### config.mk
export PLATFORM = sky130hd
export DESIGN_NAME = ibex_mem_arbiter
export DESIGN_NICKNAME = d
export VERILOG_FILES = /design/src/rtl/ibex_mem_arbiter.sv
export SDC_FILE = /design/constraint.sdc
export NUM_CORES = 1
export LEC_CHECK = 0
export ABC_AREA = 1
export ABC_CLOCK_PERIOD_IN_PS = 1800
export BUFFER_PORTS_ARGS = -buffer_cell sky130_fd_sc_hd__buf_2
export CORE_AREA = 2 2 108 110
export CTS_CLUSTER_SIZE = 28
export DETAILED_ROUTE_END_ITERATION = 6
export DIE_AREA = 0 0 110 112
export SLEW_MARGIN = 5
export SYNTH_ARGS = -nofsm -noshare
export SYNTH_HDL_FRONTEND = slang
export SYNTH_SLANG_ARGS = --single-unit
export TNS_END_PERCENT = 30
### constraint.sdc
create_clock -name clk_i -period 1.8 [get_ports clk_i]
set_input_delay 0.18 -clock clk_i [delete_from_list [all_inputs] [get_ports clk_i]]
set_output_delay 0.18 -clock clk_i [all_outputs]
set_load 0.01 [all_outputs]
### src/rtl/ibex_mem_arbiter.sv
// rtl/ibex_mem_arbiter.sv - shares one req/gnt/rvalid memory port between Ibex fetch and data
//
// Purpose: arbitrates the instruction-fetch and data request interfaces of the
// core onto a single memory port. The address phase of the selected source is
// locked until it is granted. The granted source IDs are kept in an in-order
// FIFO so that every response is routed back to the source that issued it.
//
// Ports:
//   clk_i, rst_ni          clock, asynchronous active-low reset
//   instr_*                fetch request/grant/response (read-only, full word)
//   data_*                 data request/grant/response (we, be, wdata)
//   mem_*                  shared downstream port
//   unexpected_rvalid_o    mem_rvalid_i seen with nothing outstanding
module ibex_mem_arbiter #(
  parameter int unsigned MaxOutstanding = 2,
  parameter bit          DataPriority   = 1'b0
) (
  input  logic        clk_i,
  input  logic        rst_ni,
  input  logic        instr_req_i,
  output logic        instr_gnt_o,
  input  logic [31:0] instr_addr_i,
  output logic        instr_rvalid_o,
  output logic [31:0] instr_rdata_o,
  output logic        instr_err_o,
  input  logic        data_req_i,
  output logic        data_gnt_o,
  input  logic        data_we_i,
  input  logic [3:0]  data_be_i,
  input  logic [31:0] data_addr_i,
  input  logic [31:0] data_wdata_i,
  output logic        data_rvalid_o,
  output logic [31:0] data_rdata_o,
  output logic        data_err_o,
  output logic        mem_req_o,
  input  logic        mem_gnt_i,
  output logic        mem_we_o,
  output logic [3:0]  mem_be_o,
  output logic [31:0] mem_addr_o,
  output logic [31:0] mem_wdata_o,
  input  logic        mem_rvalid_i,
  input  logic [31:0] mem_rdata_i,
  input  logic        mem_err_i,
  output logic        unexpected_rvalid_o
);

  localparam int unsigned PW = (MaxOutstanding > 1) ? $clog2(MaxOutstanding) : 1;
  localparam int unsigned CW = $clog2(MaxOutstanding + 1);
  localparam logic [CW-1:0] CntMax  = CW'(MaxOutstanding);
  localparam logic [PW-1:0] PtrLast = PW'(MaxOutstanding - 1);

  // Source ID FIFO: 0 = instr, 1 = data.
  logic          r_ids [MaxOutstanding];
  logic [PW-1:0] r_wptr;
  logic [PW-1:0] r_rptr;
  logic [CW-1:0] r_cnt;

  logic r_lock;       // selection held because the last request was not granted
  logic r_lock_data;  // selection captured for the lock
  logic r_pref_data;  // round-robin preference when both sources request

  logic w_sel_data;
  logic w_sel_req;
  logic w_full;
  logic w_mem_req;
  logic w_grant;
  logic w_pop;
  logic w_head_data;

  function automatic logic [PW-1:0] ptr_inc(input logic [PW-1:0] p);
    return (p == PtrLast) ? '0 : p + 1'b1;
  endfunction

  always_comb begin
    w_sel_data = 1'b0;
    if (r_lock) begin
      w_sel_data = r_lock_data;
    end else if (DataPriority) begin
      w_sel_data = data_req_i;
    end else if (instr_req_i && data_req_i) begin
      w_sel_data = r_pref_data;
    end else begin
      w_sel_data = data_req_i;
    end
  end

  assign w_sel_req   = w_sel_data ? data_req_i : instr_req_i;
  assign w_full      = (r_cnt == CntMax);
  // Outputs are forced low while rst_ni is asserted, including the
  // combinational pass-through paths.
  assign w_mem_req   = rst_ni && w_sel_req && !w_full;
  assign w_grant     = w_mem_req && mem_gnt_i;
  assign w_pop       = rst_ni && mem_rvalid_i && (r_cnt != '0);
  assign w_head_data = r_ids[r_rptr];

  assign mem_req_o   = w_mem_req;
  assign instr_gnt_o = w_grant && !w_sel_data;
  assign data_gnt_o  = w_grant && w_sel_data;

  always_comb begin
    mem_we_o    = 1'b0;
    mem_be_o    = 4'h0;
    mem_addr_o  = 32'h0;
    mem_wdata_o = 32'h0;
    if (w_mem_req) begin
      if (w_sel_data) begin
        mem_we_o    = data_we_i;
        mem_be_o    = data_be_i;
        mem_addr_o  = data_addr_i;
        mem_wdata_o = data_wdata_i;
      end else begin
        mem_be_o    = 4'hF;
        mem_addr_o  = instr_addr_i;
      end
    end
  end

  assign instr_rvalid_o      = w_pop && !w_head_data;
  assign data_rvalid_o       = w_pop && w_head_data;
  assign instr_rdata_o       = rst_ni ? mem_rdata_i : 32'h0;
  assign data_rdata_o        = rst_ni ? mem_rdata_i : 32'h0;
  assign instr_err_o         = rst_ni && mem_err_i;
  assign data_err_o          = rst_ni && mem_err_i;
  assign unexpected_rvalid_o = rst_ni && mem_rvalid_i && (r_cnt == '0);

  always_ff @(posedge clk_i or negedge rst_ni) begin
    if (!rst_ni) begin
      r_cnt       <= '0;
      r_wptr      <= '0;
      r_rptr      <= '0;
      r_lock      <= 1'b0;
      r_lock_data <= 1'b0;
      r_pref_data <= 1'b1;
    end else begin
      r_lock      <= w_mem_req && !mem_gnt_i;
      r_lock_data <= w_sel_data;
      if (w_grant) begin
        r_wptr      <= ptr_inc(r_wptr);
        r_pref_data <= !w_sel_data;
      end
      if (w_pop) begin
        r_rptr <= ptr_inc(r_rptr);
      end
      case ({w_grant, w_pop})
        2'b10:   r_cnt <= r_cnt + 1'b1;
        2'b01:   r_cnt <= r_cnt - 1'b1;
        default: r_cnt <= r_cnt;
      endcase
    end
  end

  // ID storage needs no reset; validity is tracked by r_cnt.
  always_ff @(posedge clk_i) begin
    if (w_grant) begin
      r_ids[r_wptr] <= w_sel_data;
    end
  end

endmodule

Yosys cells after proc, flatten, opt, wreduce, memory -nomap -nowiden

Memories as Yosys holds them, arrays and structs flattened.
Cells that the tools add are included.

Register bits after elaboration: 7
Output and inout bits: 141
Word-level logic and storage cells: 51
Bits in writable memories: 2
Memories: 1

Memories:

| name  | depth | bits a word | rd ports | clocked after Yosys merged registers in | write ports | RTL line | source |
|---|---|---|---|---|---|---|---|
| r_ids | 2     | 1           | 1        | 0                                       | 1           | 53       | `logic r_ids [MaxOutstanding];` |

Eq/ne operators: 3
$add $sub $neg: 4
Mux-type cells: 17
Reductions and logical operators: 20

Operator list:

| kind                                              | count |
|---|---|
| 2-to-1 mux 32 bit                                 | 5 |
| logical AND 1 bit                                 | 13 |
| 2-to-1 mux 1 bit                                  | 9 |
| 2-to-1 mux 4 bit                                  | 2 |
| == test 2 bit (second input constant)             | 2 |
| logical NOT 1 bit                                 | 4 |
| one-hot mux 2 bit (2 select lines)                | 1 |
| nonzero test 2 bit                                | 2 |
| adder 1 bit (second input constant)               | 2 |
| adder 2 x 1 -> 2 bit (second input constant)      | 1 |
| == test 2 x 1 -> 1 bit (second input constant)    | 1 |
| logical NOT 2 bit                                 | 1 |
| subtractor 2 x 1 -> 2 bit (second input constant) | 1 |

Longest topological paths before layout

Depth in word-level cells: 9
Mapped depth: 9
Mapped depth without buffers: 9

Worst setup path after synthesis

No wires, ideal clock.

Path type: register to register
From: register r_pref_data
To: register r_cnt[1]
Path buffers: 0
Library setup time: 0.124 ns
Data arrival time: 1.603 ns
Slack: 0.073 ns
Cell stages (with the launch flop): 10
Cells stage by stage: dfstp_2 -> inv_1 -> nand2_1 -> nand2_1 -> nand3_1 -> nand3_1 -> ha_1 -> a21oi_1 -> o21ai_0 -> xnor2_1

Word-level cells in the longest chain between the ends: 8
Elaborated cells on any way between the ends: 10
Classes of those cells: eq/ne: 2; mux: 4; reduce/logical: 4

RTL lines:

| element                                                                  | RTL line | source |
|---|---|---|
| start: declaration                                                       | 60       | `logic r_pref_data;` |
| start signal: assignment                                                 | 139      | `r_pref_data <= !w_sel_data;` |
| 2-to-1 mux 1 bit (*)                                                     | 80       | `end else if (instr_req_i && data_req_i) begin` |
| 2-to-1 mux 1 bit (*)                                                     | 76       | `if (r_lock) begin` |
| 2-to-1 mux 1 bit (*)                                                     | 87       | `assign w_sel_req = w_sel_data ? data_req_i : instr_req_i;` |
| logical AND 1 bit (*) (2 in series)                                      | 91       | `assign w_mem_req = rst_ni && w_sel_req && !w_full;` |
| logical AND 1 bit (*)                                                    | 92       | `assign w_grant = w_mem_req && mem_gnt_i;` |
| == test 2 x 1 -> 1 bit or == test 2 bit (tied branches)                  | 144      | `case ({w_grant, w_pop})` |
| one-hot mux 2 bit (2 select lines) or nonzero test 2 bit (tied branches) | n/a      |  |
| end signal: assignment                                                   | 145      | `2'b10: r_cnt <= r_cnt + 1'b1;` |
| end signal: assignment                                                   | 146      | `2'b01: r_cnt <= r_cnt - 1'b1;` |
| end signal: assignment                                                   | 147      | `default: r_cnt <= r_cnt;` |
| end: declaration                                                         | 56       | `logic [CW-1:0] r_cnt;` |

Mark *: on every way between the ends. The rest lies on a longest branch, timed or not.
A chain may end at the register's enable or synchronous reset.

Worst setup path in the final report

From: register r_pref_data
To: output mem_addr_o[26]

Word-level cells in the longest chain between the ends: 6
Elaborated cells on any way between the ends: 7
Classes of those cells: mux: 5; reduce/logical: 2

RTL lines:

| element                         | RTL line | source |
|---|---|---|
| 2-to-1 mux 1 bit (*)            | 80       |  |
| 2-to-1 mux 1 bit (*)            | 76       |  |
| 2-to-1 mux 1 bit                | 87       |  |
| logical AND 1 bit (2 in series) | 91       |  |
| 2-to-1 mux 32 bit (*)           | 105      | `if (w_mem_req) begin` |
| end: declaration                | 39       | `output logic [31:0] mem_addr_o,` |

Marks and branches as above.

==> flow_summary.toml <==
[clock_tree]
clock_latency_ps = 230
ctsHoldBuffers = 0
cts_tree = "yes"
h-tree-depth = 1
cts_made_buffers = 3
cts_sinks = 9
cts_buffer_depth = 2
cts_root_buf = "clkbuf_16"
cts.clk_slew.worst_paths_ps = 40

[timing]
tightest_slew_ps = 417
setup_slack_ps = -72.9
slew_violations = 0
rsz0062_at_grt = "yes"
setup_viol = 56
setup-tns-final_ps = -2000
finClkSkew_ps = 2.16
period_needed_ps = 1870
timing.fmax_mhz = 534
hold_viol_final = 0
period_share = 1.04
relSlewSlack = 0.722

[power_and_ir_drop]
pwr-share-seq = 0.123
clkPwrFrac = 0.142
peakVddDrop_v = 0.000394
power.internal_uw = 1500
pwr_density_cell_mw_per_mm2 = 761
p_switching_uw = 1270
swShare = 0.457
combPwrFrac = 0.735
p_leak_uw = 0.00236
power_uw = 2770

[logic_synthesis]
synth_cells = 343
yosys_register_bits = 9
synth-seq-area-share = 0.123
syn_nets = 484
yosysWarnings = 0
synth_area_per_cell_sq_um = 5.60
synth_cell_type_count = 25
netlist_area_sq_mm = 0.00192

[grt]
gr-total-overflow = 0
grt_pass1_vias = 2552
grt_pass1_wl_mm = 11.7
antenna_found_initial = 1
grt_max_degree = 41
track_usage = 0.119

[layout]
fin_area_sq_mm = 0.00363
regArea_sq_um = 236
post-route-util = 0.325
multiInputGateArea_sq_mm = 0.00121
area_growth_syn_to_layout_pct = 89.4
drive_above_1_share = 0.606
nFillCells = 1257
n_antenna_cell = 0
fin_nets = 736

[place]
io_buffers = 280
dpl.hpwl_mm = 6.92
gp_congestion = 0.733
place_area_sq_mm = 0.00320

[routing]
drc = 0
dr.pass1.iters = 4
num_vias = 2953
first_iter_violations = 64
wl_mm = 9.35
ant_nets = 0
wl_per_cell_microns = 12.7
avgViaCountPerCell = 4.01

[critical_path]
worst_setup_path_end_kind = "output port"
cp_max_fo = 8
critPathKind = "flop to output port"
arrival_ps = 1690
start_kind = "flop"
worstPathRequired_ps = 1620

[worst_hold_path]
hold_class = "input port to async pin"

[floorplan]
die_h_microns = 112
pin_count = 281
initial_core_util = 0.172
core-area_sq_mm = 0.0112
rows = 39
dieArea_sq_mm = 0.0123
die_w_microns = 110

[outcome]
outcome = "complete, but fails checks"
violations = "negative setup slack"

[flow_run]
drv_cap = 0
## layout by cell type (no fill, tap or decap), types with 2 or more instances in the layout
cell	n
nand4_1	2
nor2_2	10
nand2_2	2
dfrtp_1	6
nand2_8	2
buf_2	277
clkbuf_16	9
edfxtp_1	2
nor2_1	33
inv_1	41
nand2_1	138
buf_6	6
xnor2_1	3
buf_4	6
nor2_4	5
buf_12	5
a21oi_2	32
## power groups by stage
stage	registers (uW)	clock network, uW	logic (uW)
4_1_cts	339	406	1620
2_1_floorplan	342	0	1090
5_1_grt	347	415	2250
3_3_place_gp	340	0	1620
6_report	340	393	2030
3_5_place_dp	340	0	1620
## through the flow
stage               hold WS [ps]  std cells  setup slack (ps)
global placement             265        720              26.3
finish                      14.4        737             -72.9
CTS                         30.0        724             -61.3
global route                57.3        737              -154
floorplan                   -116        343              72.6
detailed placement           277        720              73.0
## worst paths after layout
kind                                          from  cells after the start  slack, ps                      end
max                        r_pref_data$_DFFE_PN1N_                      9        -70           mem_addr_o[26]
min                                         rst_ni                      2         10       r_rptr$_DFFE_PN0P_
max reg2reg                r_pref_data$_DFFE_PN1N_                      9        120     r_cnt[1]$_DFFE_PN0P_
min reg2reg                r_pref_data$_DFFE_PN1N_                      2        470  r_pref_data$_DFFE_PN1N_
max in group asynchronous                   rst_ni                      2       1450  r_pref_data$_DFFE_PN1N_
min in group clk_i                       mem_gnt_i                      2        160         r_lock$_DFF_PN0_
## metal layers
metal | share of wire | global-route usage | vias to the layer above
met5 | 0.0014 | 0 | -
met4 | 0.0030 | 0.0101 | 2
met3 | 0.082 | 0.0222 | 4
met2 | 0.54 | 0.243 | 170
met1 | 0.37 | 0.125 | 1292
li1 | - | - | 1485
## repair_timing
action / 4_1_cts / 5_1_grt
pin swaps: 0 / 2
gates resized for setup: 1 / 31
gates cloned: 0 / 10
setup endpoints to repair: 65 / 73
hold endpoints to repair: 0 / 0
setup buffers: 0 / 3
## cell families (layout without fill, tap and decap cells)
kind of cell	after synthesis	in the layout	synth area share
xor+xnor	3	3	0.0137
compound gates	35	35	0.153
fa+ha+maj	1	1	0.00652
flops	9	9	0.123
simple gates	196	197	0.398
buf+inv	98	348	0.300
mux	1	1	0.00522
## synthesized netlist by cell type
master | count | share of area
a21oi_1 | 2 | 0.0052
a21oi_2 | 31 | 0.14
and2_1 | 1 | 0.0033
buf_2 | 7 | 0.018
buf_4 | 37 | 0.14
buf_6 | 8 | 0.047
clkbuf_1 | 3 | 0.0059
dfrtp_1 | 6 | 0.078
dfstp_2 | 1 | 0.014
edfxtp_1 | 2 | 0.031
ha_1 | 1 | 0.0065
inv_1 | 41 | 0.080
inv_2 | 2 | 0.0039
mux2i_1 | 1 | 0.0052
nand2_1 | 140 | 0.27
nand2_2 | 1 | 0.0033
nand2_4 | 1 | 0.0059
nand3_1 | 2 | 0.0052
nand4_1 | 2 | 0.0065
nor2_1 | 47 | 0.092
nor2_4 | 1 | 0.0059
nor3_1 | 1 | 0.0026
o21ai_0 | 1 | 0.0026
o21bai_1 | 1 | 0.0039
xnor2_1 | 3 | 0.014
## flip-flops by register name, indices dropped and copies added (netlist names)
register     count
r_lock_data      1
r_wptr           1
r_ids            2
r_rptr           1
r_lock           1
r_pref_data      1
r_cnt            2
## critical path, stage by stage, from the launching register on
cell and delay, ps:
dfstp_2 520, inv_1 30, nand2_1 60, nand2_2 80
nand3_2 90, buf_6 150, nand2_8 90, clkbuf_16 180
a21oi_2 100, buf_2 140
## area by class of cell
cell class                 count  share of cell area
clock buffer                   4              0.0217
timing repair buffer         301               0.485
multi-input combinational    237               0.333
sequential                     9              0.0651
inverter                      43              0.0458
tap                          143              0.0492
Power figures use the tool's default switching activity.
